--- src/rtl/btn_pkg.sv ---
// Shared types, default parameters and counter-width helpers for the
// push-button conditioning block (btn_debounce_edge).
package btn_pkg;

   typedef enum logic {
      STABLE   = 1'b0,
      CHANGING = 1'b1
   } db_state_t;

   localparam int DEF_WIDTH           = 5;
   localparam int DEF_DEBOUNCE_CYCLES = 1000000;
   localparam int DEF_REPEAT_DELAY    = 50000000;
   localparam int DEF_REPEAT_PERIOD   = 10000000;

   // Bits needed to hold any value 0..max_val (at least one bit).
   function automatic int cnt_width(input int max_val);
      return (max_val < 1) ? 1 : $clog2(max_val + 1);
   endfunction

   // Width of the auto-repeat down-counter, sized for the larger reload value.
   function automatic int rep_width(input int delay, input int period);
      return cnt_width((delay > period) ? delay : period);
   endfunction

endpackage

--- src/rtl/btn_debounce_edge_channel.sv ---
// One button channel: 2-flop synchroniser, STABLE/CHANGING debounce FSM with
// consecutive-sample counter, registered level and press/release strobes.
// Optional auto-repeat of the press strobe when BTN_AUTOREPEAT_EN is defined.
//
//  state    | meaning
//  ---------+-------------------------------------------------------------
//  STABLE   | synchronised input agrees with the debounced level
//  CHANGING | input differs; cnt_q holds the number of differing samples
module debounce_channel
   import btn_pkg::*;
#(
   parameter int DEBOUNCE_CYCLES = DEF_DEBOUNCE_CYCLES,
   parameter int REPEAT_DELAY    = DEF_REPEAT_DELAY,
   parameter int REPEAT_PERIOD   = DEF_REPEAT_PERIOD
) (
   input  logic clk_i,
   input  logic rst_ni,
   input  logic btn_i,
   output logic level_o,
   output logic press_o,
   output logic release_o
);

   localparam int             CW       = cnt_width(DEBOUNCE_CYCLES);
   localparam logic [CW-1:0]  CNT_ONE  = CW'(1);
   localparam logic [CW-1:0]  CNT_LAST = CW'(DEBOUNCE_CYCLES - 1);

   if (DEBOUNCE_CYCLES < 1 || REPEAT_DELAY < 1 || REPEAT_PERIOD < 1) begin : g_bad_param
      $error("debounce_channel: DEBOUNCE_CYCLES, REPEAT_DELAY and REPEAT_PERIOD must be >= 1");
   end

   logic           s1_q, s2_q;
   db_state_t      state_q;
   logic [CW-1:0]  cnt_q;
   logic           level_q, press_q, release_q;
   logic           diff, accept, rep_fire;

   // Bring the asynchronous pin into the clock domain.
   always_ff @(posedge clk_i or negedge rst_ni) begin
      if (!rst_ni) begin
         s1_q <= 1'b0;
         s2_q <= 1'b0;
      end else begin
         s1_q <= btn_i;
         s2_q <= s1_q;
      end
   end

   // cnt_q counts differing samples already seen, so the current differing
   // sample is the DEBOUNCE_CYCLES-th one when cnt_q reaches DEBOUNCE_CYCLES-1.
   // This keeps the counter below its maximum, so it can never wrap.
   assign diff   = s2_q ^ level_q;
   assign accept = diff && (((state_q == STABLE) && (DEBOUNCE_CYCLES == 1)) ||
                            ((state_q == CHANGING) && (cnt_q == CNT_LAST)));

   // Debounce FSM with registered level and one-cycle strobes.
   always_ff @(posedge clk_i or negedge rst_ni) begin
      if (!rst_ni) begin
         state_q   <= STABLE;
         cnt_q     <= '0;
         level_q   <= 1'b0;
         press_q   <= 1'b0;
         release_q <= 1'b0;
      end else begin
         press_q   <= (accept & s2_q) | rep_fire;
         release_q <= accept & ~s2_q;
         if (accept) begin
            level_q <= s2_q;
            state_q <= STABLE;
            cnt_q   <= '0;
         end else begin
            case (state_q)
               STABLE: begin
                  if (diff) begin
                     state_q <= CHANGING;
                     cnt_q   <= CNT_ONE;
                  end else begin
                     cnt_q   <= '0;
                  end
               end
               CHANGING: begin
                  if (!diff) begin
                     state_q <= STABLE;
                     cnt_q   <= '0;
                  end else begin
                     cnt_q   <= cnt_q + CNT_ONE;
                  end
               end
               default: begin
                  state_q <= STABLE;
                  cnt_q   <= '0;
               end
            endcase
         end
      end
   end

`ifdef BTN_AUTOREPEAT_EN
   localparam int             RW        = rep_width(REPEAT_DELAY, REPEAT_PERIOD);
   localparam logic [RW-1:0]  REP_ONE   = RW'(1);
   localparam logic [RW-1:0]  REP_FIRST = RW'(REPEAT_DELAY - 1);
   localparam logic [RW-1:0]  REP_NEXT  = RW'(REPEAT_PERIOD - 1);

   logic [RW-1:0] rep_q;

   // A release accepted on this edge wins over a repeat due on the same edge.
   assign rep_fire = level_q & ~accept & (rep_q == '0);

   // Hold down-counter: loaded on the press, reloaded at each repeat, cleared
   // whenever the button is not held.
   always_ff @(posedge clk_i or negedge rst_ni) begin
      if (!rst_ni) begin
         rep_q <= '0;
      end else if (accept & s2_q) begin
         rep_q <= REP_FIRST;
      end else if (level_q & ~accept) begin
         rep_q <= (rep_q == '0) ? REP_NEXT : rep_q - REP_ONE;
      end else begin
         rep_q <= '0;
      end
   end
`else
   assign rep_fire = 1'b0;
`endif

   assign level_o   = level_q;
   assign press_o   = press_q;
   assign release_o = release_q;

endmodule

--- src/rtl/btn_debounce_edge.sv ---
// Push-button conditioning: WIDTH independent debounce channels between the
// board pins and the first clocked register stage.
// Optional feature macro: BTN_AUTOREPEAT_EN (auto-repeat press strobes).
module btn_debounce_edge
   import btn_pkg::*;
#(
   parameter int WIDTH           = DEF_WIDTH,
   parameter int DEBOUNCE_CYCLES = DEF_DEBOUNCE_CYCLES,
   parameter int REPEAT_DELAY    = DEF_REPEAT_DELAY,
   parameter int REPEAT_PERIOD   = DEF_REPEAT_PERIOD
) (
   input  logic             clk,
   input  logic             rst_n,
   input  logic [WIDTH-1:0] btn_in,
   output logic [WIDTH-1:0] btn_level,
   output logic [WIDTH-1:0] btn_press,
   output logic [WIDTH-1:0] btn_release
);

   // One channel per button bit.
   for (genvar i = 0; i < WIDTH; i++) begin : g_ch
      debounce_channel #(
         .DEBOUNCE_CYCLES (DEBOUNCE_CYCLES),
         .REPEAT_DELAY    (REPEAT_DELAY),
         .REPEAT_PERIOD   (REPEAT_PERIOD)
      ) u_ch (
         .clk_i     (clk),
         .rst_ni    (rst_n),
         .btn_i     (btn_in[i]),
         .level_o   (btn_level[i]),
         .press_o   (btn_press[i]),
         .release_o (btn_release[i])
      );
   end

endmodule

--- config.mk ---
export PLATFORM = sky130hd
export DESIGN_NAME = btn_debounce_edge
export DESIGN_NICKNAME = d
export VERILOG_FILES = /design/src/rtl/btn_pkg.sv /design/src/rtl/btn_debounce_edge_channel.sv /design/src/rtl/btn_debounce_edge.sv
export SDC_FILE = /design/constraint.sdc
export NUM_CORES = 1
export LEC_CHECK = 0
export CORE_MARGIN = 2
export CORE_UTILIZATION = 25
export CTS_BUF_LIST = sky130_fd_sc_hd__clkbuf_4 sky130_fd_sc_hd__clkbuf_8 sky130_fd_sc_hd__clkbuf_16
export DETAILED_ROUTE_END_ITERATION = 7
export PLACE_DENSITY = 0.43
export SKIP_LAST_GASP = 1
export SLEW_MARGIN = 20
export SYNTH_ARGS = -nofsm -noshare
export SYNTH_HDL_FRONTEND = slang
export SYNTH_SLANG_ARGS = --single-unit
--- constraint.sdc ---
create_clock -name clk -period 3.3 [get_ports clk]
set_input_delay 0.495 -clock clk [delete_from_list [all_inputs] [get_ports clk]]
set_output_delay 0.495 -clock clk [all_outputs]
set_load 0.1 [all_outputs]
==> results of run 1 <==
[Yosys cell counts (all sizes together), types with 10 or more instances]
cell / n / share of area, %
inv: 18 / 1.1
nor4: 16 / 1.6
xor2: 26 / 3.7
nor2: 82 / 5.0
a21oi: 26 / 2.1
and3: 10 / 1.0
o21ai: 15 / 1.6
or4: 16 / 2.0
nor3: 13 / 1.1
xnor2: 44 / 6.2
buf: 20 / 2.3
nand3: 32 / 2.6
nand4: 35 / 3.6
dfrtp: 130 / 53
nand2: 26 / 1.6
[state kept, by name, summed over array words and instances (netlist names)]
name,cells
g_ch.u_ch.s2_q,5
g_ch.u_ch.press_o,5
g_ch.u_ch.level_o,5
g_ch.u_ch.s1_q,5
g_ch.u_ch.state_q,5
g_ch.u_ch.release_o,5
g_ch.u_ch.cnt_q,100
[report_power, final]
part | leakage [nW] | total (mW) | switching, mW | internal, mW
logic | 0.704 | 0.0894 | 0.0626 | 0.0268
clock network | 0.296 | 1.92 | 0.687 | 1.24
registers | 1.77 | 1.63 | 0.0166 | 1.61
total | 2.77 | 3.64 | 0.766 | 2.87
[stage by stage]
step                util (%)  setup WS, ns  instances  area, um^2  hold WS, ns
floorplan                  -         1.195        596        6167       0.1994
global placement       27.48         1.077        921        6663       0.3358
detailed placement     27.48         1.009        921        6663       0.3356
CTS                    29.96        0.8039        952        7264       0.1686
global route           29.96        0.7555        952        7264       0.1880
finish                 29.96        0.8406        952        7264       0.1336
[worst min-delay path by stage]
| stage | start | endpoint | slack, ns | cells after the start |
|---|---|---|---|---|
| after detailed placement | g_ch[0].u_ch.s1_q | g_ch[0].u_ch.s2_q | 0.34 | 0 |
| after global routing | rst_n | g_ch[3].u_ch.cnt_q[0] | 0.19 | 1 |
| after global placement | g_ch[0].u_ch.s1_q | g_ch[0].u_ch.s2_q | 0.34 | 0 |
| after CTS | rst_n | g_ch[3].u_ch.cnt_q[4] | 0.17 | 1 |
| after floorplan | rst_n | g_ch[0].u_ch.cnt_q[0] | 0.20 | 0 |
| final | rst_n | g_ch[3].u_ch.cnt_q[0] | 0.13 | 1 |
[final cells by class]
class / instances / area (um^2) / share of cell area, %
clock buffers: 21 / 467.9 / 6.442
inverters: 18 / 67.56 / 0.9301
flip-flops and latches: 130 / 3253 / 44.78
multi-input cells: 423 / 2685 / 36.96
clock inverters: 10 / 133.9 / 1.843
well taps: 324 / 405.4 / 5.580
repair buffers: 26 / 251.5 / 3.462
[layer usage]
| layer | track usage, % | wire length (um) | vias to the layer above |
|---|---|---|---|
| met2 | 16.80 | 6098 | 31 |
| met5 | 0 | 0 | - |
| li1 | - | - | 2171 |
| met4 | 3.734 | 178 | 0 |
| met3 | 2.440 | 260 | 18 |
| met1 | 13.03 | 5942 | 2162 |
[kinds of logic (layout without fill, tap and decap cells)]
logic type	count (synthesis)	count (layout)	synth area share, %
and+or+nand+nor	283	283	25.34
DFF	130	130	52.75
xor gates and xnor gates	70	70	9.941
AOI/OAI and AO/OA	60	60	6.330
buffers and inverters	43	75	3.713
adders and majority gates	5	5	1.014
muxes	5	5	0.9129
==> out/results.ini, run 1 <==
[logic_synthesis]
ys_seq_area_share_pct=52.75
synth-edff-count=0
synth_seq_cells=130
postSynth.asyncResetShare_pct=100.0
synth_fp_nets=608
netlist_area_um2=6167
yosys_most_used_dff=dfrtp_1
ys_types=40
syn-instance-count=596
yosys_warnings=0
syn_area_per_cell_um2=10.35

[clocking]
clock-sinks=130
clockBufferDepth=2
htree_num_levels=4
clk_latency_ns=0.41
tritoncts=done
clk_pin_slew_worst_paths_ns=0.06
ctsRootBufferMaster=clkbuf_16
cts-buffers-inserted=17
postCtsHoldBufs=0
postCtsSetupRepairBufs=0
cts_resized=0

[finish]
diodes=0
fillCellCount=2539
layout-drive-gt1-share_pct=8.599
layout_common_cells=130 x dfrtp_1, 81 x nor2_1, 44 x xnor2_1
nets=628
layout_commonest_cell=dfrtp_1
synthToLayoutAreaGrowth_pct=17.79

[floorplanning]
io_pins=22
initial_utilization_pct=25.43
dieWidth_um=161.1
dieArea_um2=25940
die_h_um=161.1
core_area_um2=24250
rows=57

[global_route]
grtUsageTotal_pct=10.19
grt_first_pass_wirelength_um=21840
grt-ovfl-total=0
antenna_found_initial=0
first_global_vias=4568
grt_start_max_net_pins=83

[power_and_ir_drop]
ir_drop_uv=296.5
p_total_mw=3.641
power.leakage_nw=2.770
power_density_nw_per_um2=501.2

[timing]
rsz0062_at_grt=no
max_freq_ghz=0.4066
maxSlewHeadroom_pct=31.49
setup-tns-final_ns=0
slew_violations=0
period_share_pct=74.53
hold_violations=0
setup_viol=0
period_needed_ns=2.459
fin_skew_ns=0.01176
worstMarginPinSlew_ns=1.024

[setup_path]
r2r_cells=5
rrSetupSlack_ns=1.03
critical_path.reg2reg.endpoint=g_ch[1].u_ch.level_o
cp.depth=1
crit_type=flop to primary output
cp-startpoint=g_ch[2].u_ch.level_o
slowest_delay_ns=1.15
arrival_ns=1.96
worstPathRequired_ns=2.80
worst-path-buf-inv=1
rr_startpoint=g_ch[1].u_ch.cnt_q[0]
cp-start-kind=flop
critPathCaptureType=primary output
cp_slowest_cell=clkdlybuf4s50_1
crit_end=btn_level[2]
cp_max_fo=5
path_delay_family=buffers and inverters
cp_cell_sequence=clkdlybuf4s50_1

[detailed_routing]
drtIter0Drc=165
postRouteAntennaNets=0
post_drt_wl_per_cell_um=13.11
totalWireLength_um=12480
drt_first_pass_iters=4
vias=4382
drc=0
routed_via_density=4.603

[outcome]
status=complete, no violations

[place]
hpwl_um=8464
gp_congestion=0.7305
port-buffer-count=21

[run]
max_cap_violations=0

[worst_hold_path]
hp-class=input pin to asynchronous set/reset pin

(Power assumes the default switching activity.)
==> inputs of run 2 (changes only) <==
Settings changed: PLACE_DENSITY 0.43 to 0.45.
Clock period 3.3 ns to 1.99 ns, I/O delays scaled along.
==> out/results.ini, run 2 (synthesis results as in run 1) <==
[clocking]
clk_pin_slew_worst_paths_ns=0.06
htree_num_levels=4
ctsRootBufferMaster=clkbuf_16
clockBufferDepth=2
clk_latency_ns=0.42
clock-sinks=130
cts-buffers-inserted=17
tritoncts=done

[run]
max_cap_violations=0

[floorplanning]
rows=57
initial_utilization_pct=25.43
core_area_um2=24250
io_pins=22
die_h_um=161.1
dieArea_um2=25940
dieWidth_um=161.1

[timing]
maxSlewHeadroom_pct=64.95
setup_viol=1
fin_skew_ns=0.008738
slew_violations=0
max_freq_ghz=0.4985
worst_hold_slack_ns=0.3152
finalWorstSetupSlack_ns=-0.01584
rsz0062_at_grt=yes
hold_violations=0
worstMarginPinSlew_ns=0.5258
period_needed_ns=2.006
period_share_pct=100.8

[power_and_ir_drop]
p_sw_share_pct=22.57
seq_power_share_pct=46.8
clockPowerShare_pct=49.9
pwr-share-comb_pct=3.3
power_density_nw_per_um2=757.4
p_int_mw=4.468
p_total_mw=5.771
p_sw_mw=1.303
ir_drop_uv=494.1
power.leakage_nw=3.016

[setup_path]
r2r_cells=4
slowest_delay_ns=0.54
crit_type=flop to flop
rr_startpoint=g_ch[3].u_ch.cnt_q[6]
cp-start-kind=flop
worst-path-buf-inv=0
critPathCaptureType=flop
rrSetupSlack_ns=-0.02
cp_max_fo=3
worstPathRequired_ns=2.29
critical_path.reg2reg.endpoint=g_ch[3].u_ch.level_o
cp_slowest_cell=or4_4
path_delay_family=simple AND/OR/NAND/NOR gates
cp_cell_sequence=or4_1, or4_4, nor2_4, mux2_2
arrival_ns=2.31

[global_route]
grt_first_pass_wirelength_um=22760
grt_start_max_net_pins=50
grt-ovfl-total=0
grtUsageTotal_pct=10.86
antenna_found_initial=0
first_global_vias=4673

[finish]
nets=671
synthToLayoutAreaGrowth_pct=23.55
regMostFlops=g_ch.u_ch.cnt_q
layout_common_cells=129 x dfrtp_1, 80 x nor2_1, 56 x buf_4
diodes=0
stdcell_area_um2=7620
layout_commonest_cell=dfrtp_1
largest_reg_flops=100
layout-drive-gt1-share_pct=16.99

[detailed_routing]
drt_first_pass_iters=4
routed_via_density=4.621
drc=0
totalWireLength_um=13020
postRouteAntennaNets=0
drtIter0Drc=357
vias=4598
wl_met1_um=6073
route.met2.wl_um=6368
wl_met3_um=390
dr.max_layer_used=met4
post_drt_wl_per_cell_um=13.08

[worst_hold_path]
hp-class=input pin to flop
worst_hold_path.endpoint=g_ch[3].u_ch.s1_q
holdCritStartpoint=btn_in[3]
hold_depth=1

[outcome]
status=finished with violations
violations=setup timing

[place]
gp_congestion=0.7975
dp_slack_ns=-0.02532
port-buffer-count=21
placed_cell_area_um2=7012
hpwl_um=9101

==> run 2: worst reg2reg max path: cells and delay by family, from the launching register on <==
| family | cells | cell delay (ns) |
|---|---|---|
| flip-flops | 1 | 0.37 |
| multiplexers | 1 | 0.34 |
| AND/OR/NAND/NOR | 3 | 1.18 |
==> run 2: stage by stage <==
| stage | setup TNS, ns | utilization [%] | std cells |
|---|---|---|---|
| 2_1_floorplan | -0.6113 | - | 596 |
| 3_3_place_gp | -0.002297 | 28.92 | 960 |
| 3_5_place_dp | -0.02532 | 28.92 | 960 |
| 4_1_cts | -0.01989 | 31.23 | 992 |
| 5_1_grt | -1.462 | 31.42 | 995 |
| 6_report | -0.01584 | 31.42 | 995 |
==> run 2: timing repair <==
item / CTS / global route
hold endpoints to repair: 46 / 0
buffers inserted: 0 / 3
pin swaps: 0 / 2
gates resized for setup: 1 / 6
hold buffers: 1 / 0
endpoints found under the setup margin: 1 / 59
==> run 2: area by class of cell <==
type	instances	area, um^2
Inverter	18	67.56
Timing Repair Buffer	69	603.1
Tap cell	324	405.4
Fill cell	2522	16630
Clock buffer	22	488.0
Clock inverter	9	57.56
Sequential cell	130	3254
Multi-Input combinational cell	423	2744
==> run 2: how the worst max path moves through the flow <==
stage	endpoint	slack, ns	cells after the start	from
2_1_floorplan	g_ch[0].u_ch.cnt_q[16]	-0.06	6	g_ch[0].u_ch.cnt_q[6]
3_3_place_gp	g_ch[3].u_ch.level_o	-0.002	4	g_ch[3].u_ch.cnt_q[6]
3_5_place_dp	g_ch[3].u_ch.level_o	-0.03	4	g_ch[3].u_ch.cnt_q[6]
4_1_cts	g_ch[3].u_ch.level_o	-0.02	4	g_ch[3].u_ch.cnt_q[6]
5_1_grt	g_ch[3].u_ch.level_o	-0.06	4	g_ch[3].u_ch.cnt_q[6]
6_report	g_ch[3].u_ch.level_o	-0.02	4	g_ch[3].u_ch.cnt_q[6]
==> run 2: power by group through the flow <==
stage               registers, mW  clock network, mW  logic (mW)
detailed placement           2.75                  0       0.194
global route                 2.70               3.11       0.218
global placement             2.75                  0       0.189
floorplan                    2.74                  0      0.0710
CTS                          2.70               2.97       0.196
finish                       2.70               2.88       0.188
==> run 2: routing by layer <==
| layer | vias up | global-route usage [%] |
|---|---|---|
| met2 | 51 | 17.83 |
| met4 | 0 | 4.180 |
| met5 | - | 0 |
| met1 | 2267 | 13.59 |
| met3 | 13 | 3.082 |
| li1 | 2267 | - |
==> inputs of run 3 (changes only) <==
--- a/constraint.sdc
+++ b/constraint.sdc
@@ -3,2 +3,2 @@
 set_output_delay 0.2985 -clock clk [all_outputs]
-set_load 0.1 [all_outputs]
+set_load 0.05 [all_outputs]
==> out/results.ini, run 3 (synthesis results as in run 1) <==
[finish]
diodes=0
regMostFlops=g_ch.u_ch.cnt_q
layout_commonest_cell=dfrtp_1
synthToLayoutAreaGrowth_pct=23.90
nets=673
utilization_pct=31.51
layout_common_cells=130 x dfrtp_1, 80 x nor2_1, 46 x buf_4
fillCellCount=2485
largest_reg_flops=100
layout-drive-gt1-share_pct=14.69

[global_route]
antenna_found_initial=0
grtUsageTotal_pct=10.72
grt_first_pass_wirelength_um=22880
grt_start_max_net_pins=49
first_global_vias=4802
grt-ovfl-total=0

[timing]
period_needed_ns=2.022
period_share_pct=101.6
hold_violations=0
rsz0062_at_grt=yes
maxSlewHeadroom_pct=66.44
setup_viol=6
max_freq_ghz=0.4945
slew_violations=0
worstMarginPinSlew_ns=0.5025
fin_skew_ns=0.005572
finalWorstSetupSlack_ns=-0.03209
worst_hold_slack_ns=0.3196

[floorplanning]
rows=57
io_pins=22
core_area_um2=24250
dieArea_um2=25940
initial_utilization_pct=25.43
die_h_um=161.1
dieWidth_um=161.1

[power_and_ir_drop]
ir_drop_uv=502.5
pwr-share-comb_pct=3.2
p_int_mw=4.461
p_sw_share_pct=22.72
seq_power_share_pct=46.8
power.leakage_nw=3.035
p_sw_mw=1.312
p_total_mw=5.772
clockPowerShare_pct=50.0
power_density_nw_per_um2=755.4

[detailed_routing]
vias=4620
postRouteAntennaNets=0
routed_via_density=4.629
totalWireLength_um=12940
drc=0
drt_first_pass_iters=4
drtIter0Drc=242
post_drt_wl_per_cell_um=12.97

[place]
port-buffer-count=21
hpwl_um=9055
gp_congestion=0.8307

[clocking]
clk_latency_ns=0.42
htree_num_levels=4
ctsRootBufferMaster=clkbuf_16
tritoncts=done
clk_pin_slew_worst_paths_ns=0.06
cts-buffers-inserted=17
clock-sinks=130
clockBufferDepth=2

[setup_path]
crit_type=flop to flop
critPathCaptureType=flop
cp_max_fo=3
cp-start-kind=flop
arrival_ns=2.33
worstPathRequired_ns=2.30

[outcome]
status=finished with violations
violations=setup timing

[run]
max_cap_violations=0

[worst_hold_path]
hp-class=input pin to flop

## run 3: what timing repair did
action	in CTS	in global routing
hold buffers	1	0
endpoints found under the setup margin	5	61
cloned	0	0
pin swaps	0	6
gates resized for setup	4	5
setup buffers	0	4
endpoints found under the hold margin	44	0
## run 3: area by class of cell
| class | instances | area, um^2 | share of cell area (%) |
|---|---|---|---|
| flip-flops and latches | 130 | 3253 | 42.57 |
| clock buffers | 18 | 432.9 | 5.666 |
| inverters | 18 | 67.56 | 0.8842 |
| clock inverters | 14 | 116.4 | 1.523 |
| well taps | 324 | 405.4 | 5.305 |
| repair buffers | 71 | 628.1 | 8.220 |
| multi-input cells | 423 | 2738 | 35.83 |
## run 3: power by group through the flow
stage / registers (mW) / logic (mW) / clock network [mW]
floorplan: 2.74 / 0.0710 / 0
global placement: 2.75 / 0.184 / 0
detailed placement: 2.75 / 0.188 / 0
CTS: 2.70 / 0.192 / 2.98
global route: 2.70 / 0.212 / 3.09
finish: 2.70 / 0.184 / 2.89
## run 3: through the flow
| step | cell area [um^2] | setup TNS (ns) | setup slack [ns] | cells |
|---|---|---|---|---|
| finish | 7641 | -0.05305 | -0.03209 | 998 |
| global route | 7641 | -1.471 | -0.07258 | 998 |
| CTS | 7592 | -0.01401 | -0.01095 | 994 |
| detailed placement | 7032 | -0.007935 | -0.007935 | 961 |
| global placement | 7032 | 0 | 0.004368 | 961 |
| floorplan | 6215 | -0.6113 | -0.05532 | 596 |
## run 3: critical path, cell delays in order (launching register included)
cell	delay, ns
dfrtp_1	0.38
or4b_1	0.53
or4_4	0.55
nor2_4	0.15
mux2_4	0.31
## run 3: layer usage
layer	track usage, %	share of wire (%)	up-vias
met1	13.36	47	2289
met3	2.928	2.8	16
met4	4.221	1.6	0
li1	-	-	2267
met2	17.69	49	48
met5	0	0	-
## run 3: final timing paths
kind | slack [ns] | end | cells past startpoint | start
min in group asynchronous | 0.39 | g_ch[2].u_ch.release_o | 2 | rst_n
worst max register to register | -0.03 | g_ch[3].u_ch.level_o | 4 | g_ch[3].u_ch.cnt_q[12]
max in group asynchronous | 0.98 | g_ch[1].u_ch.cnt_q[8] | 3 | rst_n
worst min-delay path | 0.32 | g_ch[1].u_ch.s1_q | 1 | btn_in[1]
worst max-delay path | -0.03 | g_ch[3].u_ch.level_o | 4 | g_ch[3].u_ch.cnt_q[12]
worst min register to register | 0.35 | g_ch[3].u_ch.s2_q | 0 | g_ch[3].u_ch.s1_q
